[config.mk]
export PLATFORM = sky130hd
export DESIGN_NAME = mac_tx_frame_gen
export DESIGN_NICKNAME = d
export VERILOG_FILES = /design/src/rtl/mac_tx_frame_gen.sv
export SDC_FILE = /design/constraint.sdc
export NUM_CORES = 1
export LEC_CHECK = 0
export CORE_MARGIN = 3
export CORE_UTILIZATION = 50
export CTS_CLUSTER_SIZE = 28
export DETAILED_ROUTE_END_ITERATION = 10
export GPL_ROUTABILITY_DRIVEN = 0
export PLACE_DENSITY = 0.77
export SYNTH_ARGS = -nofsm -noshare
export SYNTH_HDL_FRONTEND = slang
export SYNTH_SLANG_ARGS = --single-unit
[constraint.sdc]
create_clock -name sys_clk -period 4.39 [get_ports sys_clk]
set_clock_uncertainty 0.1 [all_clocks]
set_input_delay 1.317 -clock sys_clk [delete_from_list [all_inputs] [get_ports sys_clk]]
set_output_delay 1.317 -clock sys_clk [all_outputs]
set_load 0.02 [all_outputs]
[src/rtl/mac_tx_frame_gen.sv]
// Ethernet TX framing: header prepend, zero pad, and pacing for the serializer FIFO.
// Define MAC_TX_VLAN_EN to insert an 802.1Q tag between source MAC and EtherType.
module mac_tx_frame_gen #(
    parameter int unsigned MAX_LEN      = 1500,
    parameter int unsigned MIN_PAYLOAD  = 46,
    parameter int unsigned CYC_PER_BYTE = 8,
    parameter int unsigned OVERHEAD_CYC = 128
) (
    input  logic        sys_clk,
    input  logic        sys_rst,
    input  logic [47:0] local_mac,
    input  logic [47:0] dst_mac,
    input  logic [15:0] eth_type,
`ifdef MAC_TX_VLAN_EN
    input  logic [15:0] vlan_tci,
`endif
    input  logic        ip_tx_req,
    input  logic [15:0] ip_tx_len,
    output logic        ip_tx_ack,
    output logic        ip_tx_rd,
    input  logic [7:0]  ip_tx_dat,
    output logic        mac_tx_sop,
    output logic        mac_tx_eop,
    output logic        mac_tx_vld,
    output logic [7:0]  mac_tx_dat,
    output logic        frame_busy,
    output logic        frame_err
);

`ifdef MAC_TX_VLAN_EN
    localparam int unsigned HDR = 18;
`else
    localparam int unsigned HDR = 14;
`endif
    localparam int unsigned HW = HDR * 8;

    typedef enum logic [2:0] {
        IDLE,
        HEAD,
        PAYLOAD,
        PAD,
        PACE
    } state_t;

    state_t        state;
    logic [15:0]   pos;
    logic [15:0]   len_q;
    logic [15:0]   fb_q;
    logic [15:0]   lim_q;
    logic [15:0]   pace_cnt;
    logic [HW-1:0] hdr_q;

    logic [HW-1:0] hdr_next;
    logic [15:0]   fb_next;
    logic [15:0]   lim_next;
    logic [15:0]   rd_idx;
    logic          rd_next;
    logic          last_byte;
    logic          pay_last;
    logic          too_long;
    logic          pace_run;

    always_comb begin
`ifdef MAC_TX_VLAN_EN
        hdr_next = {dst_mac, local_mac, 16'h8100, vlan_tci, eth_type};
`else
        hdr_next = {dst_mac, local_mac, eth_type};
`endif
        too_long = ip_tx_len > 16'(MAX_LEN);
        fb_next  = 16'(HDR) + ((ip_tx_len < 16'(MIN_PAYLOAD))
                               ? 16'(MIN_PAYLOAD) : ip_tx_len);
        lim_next = fb_next * 16'(CYC_PER_BYTE)
                 + 16'(OVERHEAD_CYC) - 16'd1;
    end

    // Reads lead the output slot by two cycles: one for the
    // upstream read latency, one for the output register.
    always_comb begin
        rd_idx    = pos - 16'(HDR - 2);
        rd_next   = (pos >= 16'(HDR - 2)) && (rd_idx < len_q);
        last_byte = pos == fb_q - 16'd1;
        pay_last  = pos == 16'(HDR) + len_q - 16'd1;
        pace_run  = (state != IDLE) && !(state == HEAD && pos == 16'd0);
    end

    always_ff @(posedge sys_clk) begin
        if (sys_rst) begin
            state      <= IDLE;
            pos        <= '0;
            len_q      <= '0;
            fb_q       <= '0;
            lim_q      <= '0;
            pace_cnt   <= '0;
            hdr_q      <= '0;
            ip_tx_ack  <= 1'b0;
            ip_tx_rd   <= 1'b0;
            mac_tx_sop <= 1'b0;
            mac_tx_eop <= 1'b0;
            mac_tx_vld <= 1'b0;
            mac_tx_dat <= '0;
            frame_busy <= 1'b0;
            frame_err  <= 1'b0;
        end else begin
            ip_tx_ack  <= 1'b0;
            ip_tx_rd   <= 1'b0;
            mac_tx_sop <= 1'b0;
            mac_tx_eop <= 1'b0;
            mac_tx_vld <= 1'b0;
            mac_tx_dat <= '0;
            frame_err  <= 1'b0;

            if (pace_run) begin
                pace_cnt <= pace_cnt + 16'd1;
            end

            unique case (state)
                IDLE: begin
                    // ack_q gate keeps a held request from being
                    // re-accepted on the cycle right after a reject.
                    if (ip_tx_req && !ip_tx_ack) begin
                        ip_tx_ack <= 1'b1;
                        len_q     <= ip_tx_len;
                        hdr_q     <= hdr_next;
                        fb_q      <= fb_next;
                        lim_q     <= lim_next;
                        pos       <= '0;
                        pace_cnt  <= '0;
                        if (too_long) begin
                            frame_err <= 1'b1;
                        end else begin
                            state      <= HEAD;
                            frame_busy <= 1'b1;
                        end
                    end
                end
                HEAD: begin
                    mac_tx_vld <= 1'b1;
                    mac_tx_sop <= pos == 16'd0;
                    mac_tx_eop <= last_byte;
                    mac_tx_dat <= hdr_q[HW-1 -: 8];
                    ip_tx_rd   <= rd_next;
                    hdr_q      <= hdr_q << 8;
                    pos        <= pos + 16'd1;
                    if (pos == 16'(HDR - 1)) begin
                        state <= (len_q == 16'd0) ? PAD : PAYLOAD;
                    end
                end
                PAYLOAD: begin
                    mac_tx_vld <= 1'b1;
                    mac_tx_eop <= last_byte;
                    mac_tx_dat <= ip_tx_dat;
                    ip_tx_rd   <= rd_next;
                    pos        <= pos + 16'd1;
                    if (pay_last) begin
                        state <= last_byte ? PACE : PAD;
                    end
                end
                PAD: begin
                    mac_tx_vld <= 1'b1;
                    mac_tx_eop <= last_byte;
                    mac_tx_dat <= 8'h00;
                    pos        <= pos + 16'd1;
                    if (last_byte) begin
                        state <= PACE;
                    end
                end
                PACE: begin
                    if (pace_cnt == lim_q) begin
                        state      <= IDLE;
                        frame_busy <= 1'b0;
                    end
                end
                default: begin
                    state      <= IDLE;
                    frame_busy <= 1'b0;
                end
            endcase
        end
    end

endmodule

==> results of run 1 <==
## worst register-to-register path: cells and delay by family, from the launching register on
| family | cells | cell delay [ns] |
|---|---|---|
| AOI/OAI and AO/OA | 4 | 1.33 |
| and+or+nand+nor | 4 | 1.10 |
| DFF | 1 | 0.51 |
| adders and majority gates | 1 | 0.26 |
| xor gates and xnor gates | 1 | 0.20 |
## synthesized netlist by cell type, drive strengths merged, types with 4 or more instances
cell type / count
o21a: 8
mux2i: 6
a21o: 5
nand3: 20
nor2: 206
o21ai: 30
a311oi: 112
nor3: 24
ha: 29
o41ai: 4
nand2b: 9
inv: 34
and3: 13
nor2b: 7
o31ai: 5
o211ai: 5
dfxtp: 208
a31oi: 10
nand2: 310
a211oi: 18
buf: 17
clkbuf: 100
xnor2: 54
xor2: 41
or4: 6
nor4: 23
a21oi: 66
a2111oi: 4
nand4: 18
or3: 6
and2: 9
a22oi: 9
## flip-flops by register name, summed over array words and instances, names as in the netlist
name / cells
hdr_q: 112
mac_tx_sop: 1
mac_tx_vld: 1
frame_busy: 1
fb_q: 16
ip_tx_rd: 1
frame_err: 1
ip_tx_ack: 1
pos: 16
mac_tx_eop: 1
pace_cnt: 16
len_q: 16
lim_q: 14
state: 3
mac_tx_dat: 8
## metrics by stage
| stage | instance area (µm²) | setup WS (ns) | hold WS (ns) | setup TNS, ns | instances |
|---|---|---|---|---|---|
| finish | 13900 | 0.168 | 0.358 | 0 | 1862 |
| global route | 13900 | 0.000856 | 0.377 | 0 | 1862 |
| CTS | 13900 | 0.128 | 0.356 | 0 | 1861 |
| detailed placement | 13000 | -0.409 | 0.347 | -2.66 | 1819 |
| global placement | 13000 | -0.365 | 0.344 | -2.00 | 1819 |
| floorplan | 11200 | 0.0160 | 0.337 | 0 | 1456 |
## path summary, 6_finish.rpt
check / start / endpoint / slack [ns]
setup / recovery: ip_tx_len[6] / lim_q[15]$_SDFFE_PP0P_ / 0.17
setup reg to reg: pos[4]$_SDFFE_PP0P_ / ip_tx_rd$_SDFF_PP0_ / 0.77
hold / removal: hdr_q[0]$_SDFFE_PP0P_ / hdr_q[0]$_SDFFE_PP0P_ / 0.36
hold reg to reg: hdr_q[0]$_SDFFE_PP0P_ / hdr_q[0]$_SDFFE_PP0P_ / 0.36
## power groups by stage
| stage | logic, mW | registers (mW) | clock network (mW) |
|---|---|---|---|
| after global placement | 2.11 | 2.75 | 0 |
| final | 2.18 | 2.73 | 2.24 |
| after global routing | 2.45 | 2.79 | 2.34 |
| after detailed placement | 2.15 | 2.76 | 0 |
| after CTS | 2.17 | 2.73 | 2.27 |
| after floorplan | 1.60 | 2.64 | 0 |
## cell families (layout without fill, tap and decap cells)
family,after synthesis,count (layout),synth area share [%]
compound gates,298,298,19.5
xor+xnor,95,95,7.48
fa+ha+maj,29,29,3.26
buf+inv,151,281,5.35
flops,208,208,37.4
mux,7,7,0.641
other cells,0,1,0
simple gates,668,668,26.3
## layout by cell type (no fill, tap or decap), drive strengths merged, types with 3 or more instances in the layout
cell type      instances
or4                    6
nor2                 206
nand4                 18
or3                    6
a21oi                 66
a21o                   5
o21ai                 30
o211ai                 5
mux2i                  6
nor3                  24
o31ai                  5
xor2                  41
a22oi                  9
clkdlybuf4s50        152
o21a                   8
a211oi                18
dfxtp                208
a31oi                 10
nor2b                  7
clkinv                 5
nand3                 20
inv                   35
nor4                  23
a311oi               112
nand2b                 9
a41oi                  3
and2                   9
nand2                310
xnor2                 54
nand4b                 3
or2                    3
clkbuf                27
o41ai                  4
and3                  13
bufinv                 7
buf                   53
a2111oi                4
ha                    29
nor4b                  3
## what timing repair did
action                                  in CTS  in global routing
endpoints found under the setup margin       0                  2
gates resized for setup                      0                  1
hold buffers                                 0                  0
## layout make-up
class | count | area, µm² | area share [%]
Antenna cell | 1 | 2.50 | 0.0180
Timing Repair Buffer | 205 | 1960 | 14.1
Inverter | 34 | 128 | 0.918
Clock inverter | 15 | 259 | 1.86
Clock buffer | 27 | 631 | 4.53
Multi-Input combinational cell | 1097 | 6420 | 46.2
Sequential cell | 208 | 4160 | 29.9
Tap cell | 275 | 344 | 2.47
## routing by layer
layer  share of wire (%)  GRT usage, %  vias up
met5                   0             0        -
met4                 3.2          8.46        0
met3                 9.5          5.90       75
met2                  44          38.1      443
met1                  43          33.9     4987
li1                    -             -     5346
==> results.env, run 1 <==
TIMING.FINAL.CRIT_PERIOD_NS=4.22
TIMING.FINAL.MAX_SLEW_VIOLATIONS=0
HOLD-PATH-CELL-COUNT=2
TIMING.CRITICAL_PATH.TO_TYPE='flip-flop'
WORST-PATH-BUF-INV=1
CRIT_REQUIRED_NS=4.69
FLOORPLAN.INITIALDENSITY_PCT=51.9
SWITCHING_PART_OF_THE_TOTAL_PCT=34.5
TRITONCTS_CLOCK_TREE='done'
CLK_PATH_BUF_DEPTH=3
NETLIST_INSTANCES=1456
SYN_AREA_PER_CELL_UM2=7.64
RELSLEWSLACK_PCT=34.7
GRT_FIRST_PASS_WIRELENGTH_MM=50.0
WORST_PATH_DOMINANT_CELL_FAMILY='simple AND/OR/NAND/NOR gates'
FINALSETUPVIOLCOUNT=0
MAXCAPVIOLATIONS=0
NETSWITCHINGPOWER_mW=2.47
CPMAXSTAGEDELAYCELL='sky130_fd_sc_hd__or4_4'
TIMING.FINAL.HOLD_VIOLATIONS=0
CTS_ROOT_BUFFER='sky130_fd_sc_hd__clkbuf_16'
WORST_SKEW_PAIR.LATE_LATENCY_NS=0.52
PWR-SHARE-COMB_PCT=30.5
CPMOSTUSEDCELL='sky130_fd_sc_hd__o21ai_1'
SYNTH_CELL_TYPE_COUNT=68
TOTAL_LEAKAGE_POWER_nW=5.26
CTS_HTREE_LEVELS=1
VIA_COUNT_OF_THE_FIRST_GLOBAL_ROUTING_PASS=10100
ROUTED_WIRE_LENGTH_PER_INSTANCE_UM=16.5
CRIT_PATH_MAX_FANOUT=4
WORSTMARGINPINSLEW_NS=0.976
CP-START-KIND='input pin'
CLKTRANSATPATHREGS_NS=0.06
ASYNC_RESET_FF_SHARE_PCT=0
DRC_ERRORS=0
SYN_NETS=1624
NUM-NETS-FINAL=1737
NUMCTSBUFFERS=23
SYNTHDOMINANTCELLAREASHARE_PCT=37.4
GRT_START_MAX_NET_PINS=76
POWER.DENSITY_nW_PER_UM2=514
SYNTH-EDFF-COUNT=0
SEQPWRFRAC_PCT=38.2
CORE_UM2=21400
FINALCOREUTILIZATION_PCT=64.9
SYNTH.LARGEST_AREA_CELL='sky130_fd_sc_hd__dfxtp_1'
CLOCK_POWER_SHARE_PCT=31.3
POSTSYNTHREGISTERBITS=208
VIAS=10900
TRITONCTS_SINKS=208
MIN-DELAY-PATH-CLASS='flip-flop to flip-flop'
POST_CTS_REPAIR_SETUP_BUFFERS=0
AREA.GROWTH.SYNTH_TO_FINAL_PCT=25.0
REG2REGPATHDEPTH=10
CP.DEPTH=14
ROUTE.DETAILED.VIAS_PER_INST=5.83
CRITICAL_PATH_CLASS='input pin to flip-flop'
SLOWEST_STAGE_DELAY_CP_NS=0.58
GRT.OVERFLOW.TOTAL=0
DETAILEDROUTE.FIRSTPASSITERATIONCOUNT=5
CRITICAL_PATH_CELL_BY_CELL='clkdlybuf4s50_1 -> or4_4 -> nor4_4 -> and2_4 -> nor2_1 -> ha_2 -> nand2b_4 -> nand2_2 -> or3_1 -> a21oi_2 -> o21ai_1 -> nor4_1 -> xor2_1 -> o21ai_1'
FP.DIEW_UM=155
DIE-AREA_UM2=24100
VDD.IR_DROP.WORST_mV=0.379
INTERNAL_POWER_mW=4.68
RSZ0062_AT_GRT='no'
MAXCLOCKFREQUENCY_MHz=237
SYNTH_AREA_UM2=11100
DETAIL_ROUTE_ANTENNA_NETS=0
CRITICAL_PATH_ARRIVAL_NS=4.52
ANTENNA_VIOLATIONS_BEFORE_REPAIR=1
STATUS='completed'
TRACK_USAGE_PCT=24.6
FINAL_LAYOUT_SIZE_SUFFIX_GT1_SHARE_PCT=7.38
IO_PINS=154
ROUTE.FINAL.WIRE_LENGTH_MM=30.8
N_FILL_CELL=1787
YS_TOP_CELLS_BY_AREA='sky130_fd_sc_hd__dfxtp_1 (37%), sky130_fd_sc_hd__nand2_1 (10%), sky130_fd_sc_hd__a311oi_1 (8.8%)'
FLOORPLAN.DIE.HEIGHT_UM=155
DRT_ITER0_DRC=937
PLACEMENT_ROWS=53
FINALCRITPERIODSHARE_PCT=96.2
SYNTH_SEQ_AREA_SHARE_PCT=37.4
DETAILEDPLACEMENTHPWL_MM=21.8
FINALPOWER_mW=7.15
YS_DOMINANT_REG_CELL='sky130_fd_sc_hd__dfxtp_1'
SYNTH-WARNING-COUNT=0
IO_BUFFER_COUNT=153
(Power assumes the default switching activity.)
==> inputs of run 2 (changes only) <==
--- a/config.mk
+++ b/config.mk
@@ -10,7 +10,7 @@
 export CTS_CLUSTER_SIZE = 28
 export DETAILED_ROUTE_END_ITERATION = 10
 export GPL_ROUTABILITY_DRIVEN = 0
-export PLACE_DENSITY = 0.77
+export PLACE_DENSITY = 0.74
 export SYNTH_ARGS = -nofsm -noshare
 export SYNTH_HDL_FRONTEND = slang
 export SYNTH_SLANG_ARGS = --single-unit
==> constraint.sdc (replaced) <==
create_clock -name sys_clk -period 4.39 [get_ports sys_clk]
set_clock_uncertainty 0.1 [all_clocks]
set_input_delay 0.439 -clock sys_clk [delete_from_list [all_inputs] [get_ports sys_clk]]
set_output_delay 0.439 -clock sys_clk [all_outputs]
set_load 0.02 [all_outputs]
==> run 2 against run 1 <==
  * Global-route usage about the same
  * Largest power group unchanged
  * Register-to-register slack better by 0.22 ns
  * Critical path type unchanged
  * Sequential power about the same
  * Final cell count down 1.7%
  * Count of clock-buffer cells in the layout up 12
==> results.env, run 2 (synthesized netlist as in run 1, its figures left out) <==
WORSTMARGINPINSLEW_NS=0.970
FINALCRITPERIODSHARE_PCT=86.0
CLOCK_POWER_SHARE_PCT=29.2
CRITICAL_PATH_ARRIVAL_NS=4.07
MIN-DELAY-PATH-CLASS='input pin to flip-flop'
FINAL_LAYOUT_SIZE_SUFFIX_GT1_SHARE_PCT=4.69
SWITCHING_PART_OF_THE_TOTAL_PCT=35.9
RSZ0062_AT_GRT='no'
TRITONCTS_CLOCK_TREE='done'
CRIT_REQUIRED_NS=4.69
LAYOUT.CELL_AREA.NON_FILLER_UM2=13600
NUMCTSBUFFERS=24
ROUTED_WIRE_LENGTH_PER_INSTANCE_UM=16.8
SLOWEST_STAGE_DELAY_CP_NS=0.55
GRT_FIRST_PASS_WIRELENGTH_MM=49.7
CORE_UM2=21400
CTSRESIZECOUNT=0
CTS_ROOT_BUFFER='sky130_fd_sc_hd__clkbuf_16'
DETAIL_ROUTE_ANTENNA_NETS=0
CLK_PATH_BUF_DEPTH=3
POWER.DENSITY_nW_PER_UM2=508
SEQPWRFRAC_PCT=39.7
IO_PINS=154
FINALCOREUTILIZATION_PCT=63.3
FINALSETUPVIOLCOUNT=0
DETAILED_PLACE.AREA_UM2=12700
DRT_ITER0_DRC=810
RELSLEWSLACK_PCT=35.4
CRITICAL_PATH_CLASS='input pin to flip-flop'
WORST_PATH_DOMINANT_CELL_FAMILY='simple AND/OR/NAND/NOR gates'
CPMAXSTAGEDELAYCELL='sky130_fd_sc_hd__or4_1'
GRT.OVERFLOW.TOTAL=0
TRITONCTS_SINKS=208
N_FILL_CELL=1924
MAXCLOCKFREQUENCY_MHz=265
DIODES=0
STATUS='completed'
DRC_ERRORS=0
TOTAL_LEAKAGE_POWER_nW=5.06
INTERNAL_POWER_mW=4.42
ROUTE.FINAL.WIRE_LENGTH_MM=30.8
CRITICAL_PATH_CELL_BY_CELL='clkdlybuf4s50_1 -> or4_1 -> nor4_2 -> and2_1 -> nor2_1 -> ha_1 -> nand2b_1 -> nand2_1 -> or3_1 -> a21oi_2 -> o21ai_1 -> nor4_1 -> xor2_1 -> o21ai_1'
FP.DIEW_UM=155
CP-START-KIND='input pin'
POSTCTSHOLDBUFS=0
LAYOUT.CELLS.MOST_COMMON='sky130_fd_sc_hd__nand2_1'
HOLD-WORST-SLACK_NS=0.219
DIE-AREA_UM2=24100
AREA.GROWTH.SYNTH_TO_FINAL_PCT=21.8
DETAILEDPLACEMENTHPWL_MM=21.5
TIMING.FINAL.CRIT_PERIOD_NS=3.77
IO_BUFFER_COUNT=153
MAXCAPVIOLATIONS=0
VDD.IR_DROP.WORST_mV=0.259
CPMOSTUSEDCELL='sky130_fd_sc_hd__o21ai_1'
REGISTERS.TOP_BY_FF_COUNT='hdr_q'
CRIT_PATH_MAX_FANOUT=6
ANTENNA_VIOLATIONS_BEFORE_REPAIR=1
WORST_SKEW_PAIR.LATE_LATENCY_NS=0.53
TIMING.FINAL.MAX_SLEW_VIOLATIONS=0
FINALPOWER_mW=6.89
PLACEDCELLCOUNT=1787
CTS_HTREE_LEVELS=1
FLOORPLAN.DIE.HEIGHT_UM=155
MINIMUM_SETUP_SLACK_IN_THE_FINAL_DESIGN_NS=0.616
VIAS=10700
POST_CTS_REPAIR_SETUP_BUFFERS=0
TIMING.FINAL.HOLD_VIOLATIONS=0
PLACEMENT_ROWS=53
TIMING.CRITICAL_PATH.TO_TYPE='flip-flop'
GRT_START_MAX_NET_PINS=140
FLOORPLAN.INITIALDENSITY_PCT=51.9
ROUTE.DETAILED.VIAS_PER_INST=5.82
DETAILEDROUTE.FIRSTPASSITERATIONCOUNT=5
FLIP_FLOP_COUNT_OF_THE_LARGEST_REGISTER_AFTER_LAYOUT=112
WORST-PATH-BUF-INV=1
LAYOUT.CELLS.NON_FILLER=1830
NUM-NETS-FINAL=1706
FIN_SETUP_TNS_NS=0
VIA_COUNT_OF_THE_FIRST_GLOBAL_ROUTING_PASS=9806
DPL_WORST_SLACK_NS=0.147
TRACK_USAGE_PCT=24.6
LAYOUT_COMMON_CELLS='sky130_fd_sc_hd__nand2_1 (308), sky130_fd_sc_hd__dfxtp_1 (208), sky130_fd_sc_hd__nor2_1 (206)'
NETSWITCHINGPOWER_mW=2.47
PWR-SHARE-COMB_PCT=31.1
CLKTRANSATPATHREGS_NS=0.06
## run 2: changes by cell type in the layout (fill, tap and decap cells not counted), sizes merged
cell      before  now
bufinv         7    1
clkbuf        27   39
inv           35   34
clkinvlp       2    0
clkinv         5    3
diode          1    0
buf           53   21
## run 2: final timing paths
| check | from | end | slack [ns] | cells after the start |
|---|---|---|---|---|
| max | ip_tx_len[13] | lim_q[15]$_SDFFE_PP0P_ | 0.62 | 14 |
| max reg2reg | pos[8]$_SDFFE_PP0P_ | ip_tx_rd$_SDFF_PP0_ | 0.99 | 10 |
| min | sys_rst | pos[3]$_SDFFE_PP0P_ | 0.22 | 2 |
| min reg2reg | hdr_q[4]$_SDFFE_PP0P_ | hdr_q[4]$_SDFFE_PP0P_ | 0.36 | 2 |
## run 2: metal layers
metal | vias to the layer above | GRT usage (%) | part of all wire (%)
met5 | - | 0 | 0.029
met3 | 49 | 4.67 | 7.2
met2 | 362 | 39.1 | 46
met1 | 4973 | 34.3 | 44
li1 | 5268 | - | -
met4 | 2 | 7.21 | 2.9
## run 2: area by class of cell
cell class | instances | area, µm² | area share (%)
well taps | 275 | 344 | 2.54
inverters | 34 | 128 | 0.942
clock inverters | 4 | 73.8 | 0.545
flip-flops and latches | 208 | 4160 | 30.7
clock buffers | 39 | 737 | 5.44
repair buffers | 173 | 1720 | 12.7
multi-input cells | 1097 | 6390 | 47.1
## run 2: power by group through the flow
stage / combinational (mW) / sequential, mW / clock, mW
3_5_place_dp: 2.12 / 2.76 / 0
4_1_cts: 2.14 / 2.73 / 2.05
3_3_place_gp: 2.08 / 2.75 / 0
5_1_grt: 2.40 / 2.79 / 2.12
6_report: 2.14 / 2.73 / 2.01
2_1_floorplan: 1.59 / 2.64 / 0
## run 2: worst reg2reg max path, delay by kind of cell, from the launching register on
kind	cells	cell delay, ns
xor+xnor	1	0.17
fa+ha+maj	1	0.25
compound gates	3	0.91
flops	1	0.49
simple gates	5	1.36
==> inputs of run 3 (changes only) <==
--- a/config.mk
+++ b/config.mk
@@ -5,6 +5,7 @@
 export SDC_FILE = /design/constraint.sdc
 export NUM_CORES = 1
 export LEC_CHECK = 0
+export CAP_MARGIN = 15
 export CORE_MARGIN = 3
 export CORE_UTILIZATION = 50
 export CTS_CLUSTER_SIZE = 28
==> results of run 3 <==
Final layout, timing and power as in run 2 (identical DEF).
